[src/rtl/switch_input_device.sv]
// Switch input peripheral: 2-flop sync, debounce, and a bus-readable data/status register pair.
// Commit lands DEBOUNCE_CYCLES+3 edges after a pin change; bus access is never stalled (reads are combinational).
module switch_input_device #(
    parameter int                   BIT_WIDTH       = 32,
    parameter int                   SW_WIDTH        = 10,
    parameter int                   DEBOUNCE_CYCLES = 4,
    parameter logic [BIT_WIDTH-1:0] DATA_ADDR       = BIT_WIDTH'(32'hF0000014),
    parameter logic [BIT_WIDTH-1:0] CTRL_ADDR       = BIT_WIDTH'(32'hF0000114)
) (
    input  logic                 clk,
    input  logic                 reset,
    input  logic [BIT_WIDTH-1:0] aBus,
    input  logic                 wrtEn,
    input  logic                 rdEn,
    input  logic [BIT_WIDTH-1:0] dataIn,
    output logic [BIT_WIDTH-1:0] dataOut,
    input  logic [SW_WIDTH-1:0]  swIn,
    output logic                 intr
);

    localparam int            CW      = (DEBOUNCE_CYCLES > 1) ? $clog2(DEBOUNCE_CYCLES) : 1;
    localparam logic [CW-1:0] CNT_MAX = CW'(DEBOUNCE_CYCLES - 1);

    logic [SW_WIDTH-1:0] sync1_q, sync1_d;
    logic [SW_WIDTH-1:0] sync2_q, sync2_d;
    logic [SW_WIDTH-1:0] cand_q, cand_d;
    logic [CW-1:0]       cnt_q, cnt_d;
    logic [SW_WIDTH-1:0] sdata_q, sdata_d;
    logic                ready_q, ready_d;
    logic                ovr_q, ovr_d;
    logic                ie_q, ie_d;

    logic                 commit;
    logic                 rd_data;
    logic                 rd_ctrl;
    logic                 wr_ctrl;
    logic [BIT_WIDTH-1:0] sctrl;
    logic                 unused_dat;

    assign rd_data = rdEn  && (aBus == DATA_ADDR);
    assign rd_ctrl = rdEn  && (aBus == CTRL_ADDR);
    assign wr_ctrl = wrtEn && (aBus == CTRL_ADDR);

    // Only bits 8 and 2 of a control write carry meaning.
    assign unused_dat = ^{dataIn[BIT_WIDTH-1:9], dataIn[7:3], dataIn[1:0]};

    always_comb begin
        sync1_d = swIn;
        sync2_d = sync1_q;
        cand_d  = cand_q;
        cnt_d   = cnt_q;
        commit  = 1'b0;
        if (sync2_q != cand_q) begin
            cand_d = sync2_q;
            cnt_d  = '0;
        end else if (cnt_q != CNT_MAX) begin
            cnt_d = cnt_q + 1'b1;
        end else if (cand_q != sdata_q) begin
            commit = 1'b1;
        end
        sdata_d = commit ? cand_q : sdata_q;
    end

    always_comb begin
        ready_d = ready_q;
        ovr_d   = ovr_q;
        ie_d    = ie_q;
        if (rd_data) begin
            ready_d = 1'b0;
        end
        // A commit beats a same-edge clearing read; the consumed value is not an overrun.
        if (commit) begin
            ready_d = 1'b1;
        end
        if (wr_ctrl) begin
            ie_d = dataIn[8];
            if (!dataIn[2]) begin
                ovr_d = 1'b0;
            end
        end
        if (commit && ready_q && !rd_data) begin
            ovr_d = 1'b1;
        end
    end

    always_comb begin
        sctrl    = '0;
        sctrl[0] = ready_q;
        sctrl[2] = ovr_q;
        sctrl[8] = ie_q;
    end

    always_comb begin
        dataOut = '0;
        if (rd_data) begin
            dataOut = BIT_WIDTH'(sdata_q);
        end else if (rd_ctrl) begin
            dataOut = sctrl;
        end
    end

    assign intr = ready_q & ie_q;

    always_ff @(posedge clk or posedge reset) begin
        if (reset) begin
            sync1_q <= '0;
            sync2_q <= '0;
            cand_q  <= '0;
            cnt_q   <= '0;
            sdata_q <= '0;
            ready_q <= 1'b0;
            ovr_q   <= 1'b0;
            ie_q    <= 1'b0;
        end else begin
            sync1_q <= sync1_d;
            sync2_q <= sync2_d;
            cand_q  <= cand_d;
            cnt_q   <= cnt_d;
            sdata_q <= sdata_d;
            ready_q <= ready_d;
            ovr_q   <= ovr_d;
            ie_q    <= ie_d;
        end
    end

endmodule

[config.mk]
export PLATFORM = sky130hd
export DESIGN_NAME = switch_input_device
export DESIGN_NICKNAME = d
export VERILOG_FILES = /design/src/rtl/switch_input_device.sv
export SDC_FILE = /design/constraint.sdc
export NUM_CORES = 1
export LEC_CHECK = 0
export ABC_AREA = 1
export BUFFER_PORTS_ARGS = -buffer_cell sky130_fd_sc_hd__buf_2
export CORE_UTILIZATION = 30
export CTS_CLUSTER_DIAMETER = 80
export DETAILED_ROUTE_END_ITERATION = 7
export PLACE_DENSITY = 0.56
export SETUP_SLACK_MARGIN = 0.4
export SYNTH_ARGS = -nofsm -noshare
export SYNTH_HDL_FRONTEND = slang
export SYNTH_SLANG_ARGS = --single-unit
[constraint.sdc]
create_clock -name clk -period 3.8 [get_ports clk]
set_clock_uncertainty 0.05 [all_clocks]
set_input_delay 0.19 -clock clk [delete_from_list [all_inputs] [get_ports clk]]
set_output_delay 0.19 -clock clk [all_outputs]
set_load 0.02 [all_outputs]
### Word-level counts from Yosys, hierarchy flattened

Cells that the tools add are included.
W data, S select, Z words.

| storage, ports and cells | value |
|---|---|
| register bits after elaboration | 45 |
| logic and storage cells | 38 |

| cells by class | value |
|---|---|
| multiplexer cells | 12 |
| equality and inequality tests | 6 |
| add/subtract/negate cells | 1 |
| reduce and logical (&&, ||, !) cells | 10 |
| bitwise logic cells | 1 |

Operator list:

| cell | count |
|---|---|
| $eq A32 B32 Y1 const B | 2 |
| $ne A10 B10 Y1 | 2 |
| $mux W10 | 1 |
| $mux W9 | 1 |
| $mux W1 | 8 |
| $reduce_bool A2 Y1 | 3 |
| $logic_and A1 B1 Y1 | 5 |
| $mux W2 | 2 |
| $add A2 B1 Y2 const B | 1 |
| $ne A2 B1 Y1 const B | 1 |
| $ne A2 B2 Y1 const B | 1 |
| $reduce_and A2 Y1 | 1 |
| $and A1 B1 Y1 | 1 |
| $logic_not A1 Y1 | 1 |

### Longest topological paths before layout

| logic depth | value |
|---|---|
| depth after elaboration | 8 |
| depth in mapped cells | 11 |

### Worst setup path after synthesis

No wires, ideal clock.

| path | value |
|---|---|
| path kind | input port to output port |
| start point | in aBus[7] |
| end point | out dataOut[0] |
| setup slack | 2455 ps |
| required time | 3560 ps |
| buffers on the path | 0 |
| stages | 7 |
| data arrival time | 1105 ps |
| path through | nor2_1 nand3_1 nor2_1 nand2_1 nor2_2 inv_2 o21ai_1 |

| between the ends | value |
|---|---|
| word-level cells in the longest chain between the ends | 4 |
| elaborated cells on any way between the ends | 6 |
| classes of those cells | eq/ne: 2; mux: 2; reduce/logical: 2 |

RTL lines:

| what | line | source |
|---|---|---|
| start, declared | 12 | `input logic [BIT_WIDTH-1:0] aBus,` |
| $eq A32 B32 Y1 | 41 | `assign rd_ctrl = rdEn && (aBus == CTRL_ADDR);` |
| $logic_and A1 B1 Y1 | 41 |  |
| $mux W9 | 97 | `end else if (rd_ctrl) begin` |
| $mux W10 * | 95 | `if (rd_data) begin` |
| end, declared | 16 | `output logic [BIT_WIDTH-1:0] dataOut,` |

Mark *: on every way between the ends. The rest lies on a longest branch, timed or not.

### Worst setup path after layout

| path | value |
|---|---|
| start point | reg cand_q[7] |
| end point | reg sdata_q[9] |

| between the ends | value |
|---|---|
| word-level cells in the longest chain between the ends | 4 |
| elaborated cells on any way between the ends | 5 |
| classes of those cells | eq/ne: 2; mux: 3 |

RTL lines:

| what | line | source |
|---|---|---|
| start, declared | 26 | `logic [SW_WIDTH-1:0] cand_q, cand_d;` |
| start signal, assigned | 117 | `cand_q <= cand_d;` |
| $ne A10 B10 Y1 | 58 | `end else if (cand_q != sdata_q) begin` |
| $mux W1 | 58 |  |
| $mux W1 | 56 | `end else if (cnt_q != CNT_MAX) begin` |
| $mux W1 * | 53 | `if (sync2_q != cand_q) begin` |
| end signal, assigned | 119 | `sdata_q <= sdata_d;` |
| end, declared | 28 | `logic [SW_WIDTH-1:0] sdata_q, sdata_d;` |

Marks and branches as above.
A chain may end at the register's enable or synchronous reset.

==> run_results.csv <==
group,metric,value,unit
routing,viasPerCell,4.05,
setup_path,crit_arrival,1950,ps
clock_network,cts_buffer_depth,2,
routing,vias,1789,
routing,drt_iter0_drc,79,
routing,dr.pass1.iters,4,
global_route,gr-total-overflow,0,
global_route,grt_pass1_vias,1567,
global_route,grt_usage,11.6,%
timing,setup_tns,0,ps
yosys,ys_seq_area_share,51.0,%
placement,dpl.hpwl,3.16,mm
clock_network,ctsRootBufferMaster,"clkbuf_8",
clock_network,clock-sinks,45,
routing,wl_per_cell,9.72,µm
setup_path,critical_path.slowest_cell,"dfrtp_1",
clock_network,cts_tree,"yes",
routing,drc,0,
pwr,finalPower,0.892,mW
yosys,synth_xor_area_share,1.19,%
placement,place_congestion,0.772,
timing,timing.final.crit_period,1810,ps
routing,antenna_left,0,
clock_network,numCtsBuffers,5,
final_layout,drive_above_1_share,22.3,%
floorplan,fp.dieW,87.8,µm
clock_network,clock_latency,300,ps
yosys,yosysWarnings,0,
yosys,synthCells,282,
setup_path,slowest_delay,430,ps
global_route,antenna_found_initial,0,
setup_path,worst-path-max-fanout,12,
timing,final_hold_viol_count,0,
yosys,synth_adder_area_share,0.567,%
min_path,worstHoldPathType,"in -> reg",
floorplan,floorplan.die_area,0.00771,mm²
yosys,syn_area,0.00221,mm²
setup_path,crit_chain,"inv_2 -> nand2_1 -> nand2_1 -> nor2_1 -> nand2_1 -> nor2_1 -> nand2_1 -> nand3_2 -> nand2_1 -> nand2_1",
routing,drt-total-wl,4.30,mm
setup_path,worstSetupPathType,"reg -> reg",
timing,finalCritPeriodShare,47.7,%
timing,report.final.slew_viol_count,0,
yosys,synth-simple-area-share,29.6,%
floorplan,rows,30,
pwr,leakagePower,1.45,nW
timing,finalSetupViolCount,0,
yosys,synthMuxAreaShare,0,%
timing,relSlewSlack,49.0,%
clock_network,clk_pin_slew,90,ps
setup_path,cp-end-kind,"flip-flop",
pwr,irDropWorstVdd,0.000224,V
pwr,p_per_area,334,mW/mm²
timing,rsz0062_at_grt,"false",
floorplan,ios,111,
status,status,"finished, final reports clean",
timing,max_freq,0.552,GHz
yosys,ys_types,21,
setup_path,crit_path_start_kind,"flip-flop",
flow_run,maxCapViolations,0,
setup_path,cpMostUsedCell,"nand2_1",
final_layout,post-route-util,38.5,%
global_route,grt_max_degree,46,
yosys,synth_compound_area_share,0.680,%
final_layout,nNetsFinal,424,
yosys,ys_seq_elements,45,
final_layout,synthToLayoutAreaGrowth,21.1,%
yosys,syn_avg_cell_area,7.83,µm²
floorplan,start_util,31.8,%
placement,numPortBuffers,58,
clock_network,htree_levels,2,
timing,worst_pin_slew,761,ps
floorplan,die_y,87.8,µm
floorplan,core,0.00694,mm²
global_route,grt_pass1_wl,6.69,mm
timing,holdWs,96.3,ps
yosys,synth_top_family_by_area,"simple AND/OR/NAND/NOR gates",
setup_path,required,3940,ps
final_layout,antenna-diode-count,0,
==> final timing paths <==
kind / start / endpoint / slack [ps] / cells after the start
min reg2reg: sync1_q[6]$_DFF_PP0_ / sync2_q[6]$_DFF_PP0_ / 300 / 0
min in group asynchronous: reset / sync1_q[1]$_DFF_PP0_ / 520 / 4
max reg2reg: cand_q[7]$_DFFE_PP0P_ / sdata_q[9]$_DFFE_PP0P_ / 1990 / 10
min: dataIn[8] / ie_q$_DFFE_PP0P_ / 100 / 3
max: cand_q[7]$_DFFE_PP0P_ / sdata_q[9]$_DFFE_PP0P_ / 1990 / 10
max in group asynchronous: reset / ready_q$_DFFE_PP0P_ / 2800 / 4
==> layout make-up <==
cell class,instances,area (µm²)
clock buffer,5,68.8
clock inverter,3,22.5
fill,725,4270
inverter,37,139
multi-input combinational,186,790
sequential,45,1130
tap,96,120
timing repair buffer,70,408
==> synth_stat cells, drive strengths merged <==
library cell  instances  share of area (%)
nand3                20                5.0
nor2                 38                6.8
clkbuf               10                1.7
xor2                  1               0.40
buf                  25                8.8
nand4                 3               0.85
a21oi                 1               0.23
ha                    1               0.57
xnor2                 2               0.79
nand3b                2               0.68
o21ai                 2               0.45
inv                  37                6.3
conb                  1               0.17
nor3                  1               0.45
dfrtp                45                 51
nand2                93                 16
==> cell usage in the layout, fill, tap and decap left out <==
cell,instances
nand2_1,93
buf_2,58
dfrtp_1,45
nor2_1,35
inv_1,32
conb_1,22
nand3_1,18
dlygate4sd3_1,11
clkbuf_8,5
inv_2,4
nand4_1,3
nor2_2,3
clkinvlp_4,3
xnor2_1,2
nand3_2,2
nand3b_1,2
nor3_2,1
o21ai_1,1
clkinv_1,1
xor2_1,1
o21ai_0,1
a21oi_1,1
ha_1,1
buf_4,1
==> worst max-delay path: cells and delay by family, from the launching register on <==
kind / cells / cell delay (ps)
flip-flops: 1 / 430
buffers and inverters: 1 / 70
AND/OR/NAND/NOR: 9 / 1140
==> through the flow <==
step                      cell area, µm²  setup WS (ps)  cells
after floorplan                     2290           2450    303
after global placement              2470           1980    423
after detailed placement            2470           1960    423
after CTS                           2670           1940    442
after global routing                2670           1710    442
final                               2670           1990    442
==> power breakdown <==
group	leakage, nW	switching (mW)	internal [mW]	total, mW
logic	0.863	0.0542	0.0372	0.0915
clock network	0.0364	0.166	0.129	0.295
registers	0.554	0.0112	0.495	0.506
==> layer usage <==
layer,share of wire (%),track usage [%],up-vias
met5,0,0,-
met4,1.5,4.47,0
met3,7.3,2.83,5
met2,47,20.5,80
met1,44,13.6,788
li1,-,-,916
==> cell families after synthesis <==
logic type	count (synthesis)
AOI/OAI and AO/OA	3
and+or+nand+nor	157
xor gates and xnor gates	3
buffers and inverters	72
DFF	45
other	1
adders and majority gates	1
==> sequential cells by signal, summed over array words and instances (netlist names) <==
name,count
cand_q,10
cnt_q,2
ie_q,1
ovr_q,1
ready_q,1
sdata_q,10
sync1_q,10
sync2_q,10
==> repair_timing <==
action,4_1_cts,5_1_grt
hold endpoints to repair,55,0
buffers inserted,0,0
gates resized for setup,0,0
hold buffers,11,0
No activity file was read; power rests on OpenSTA's default activity.
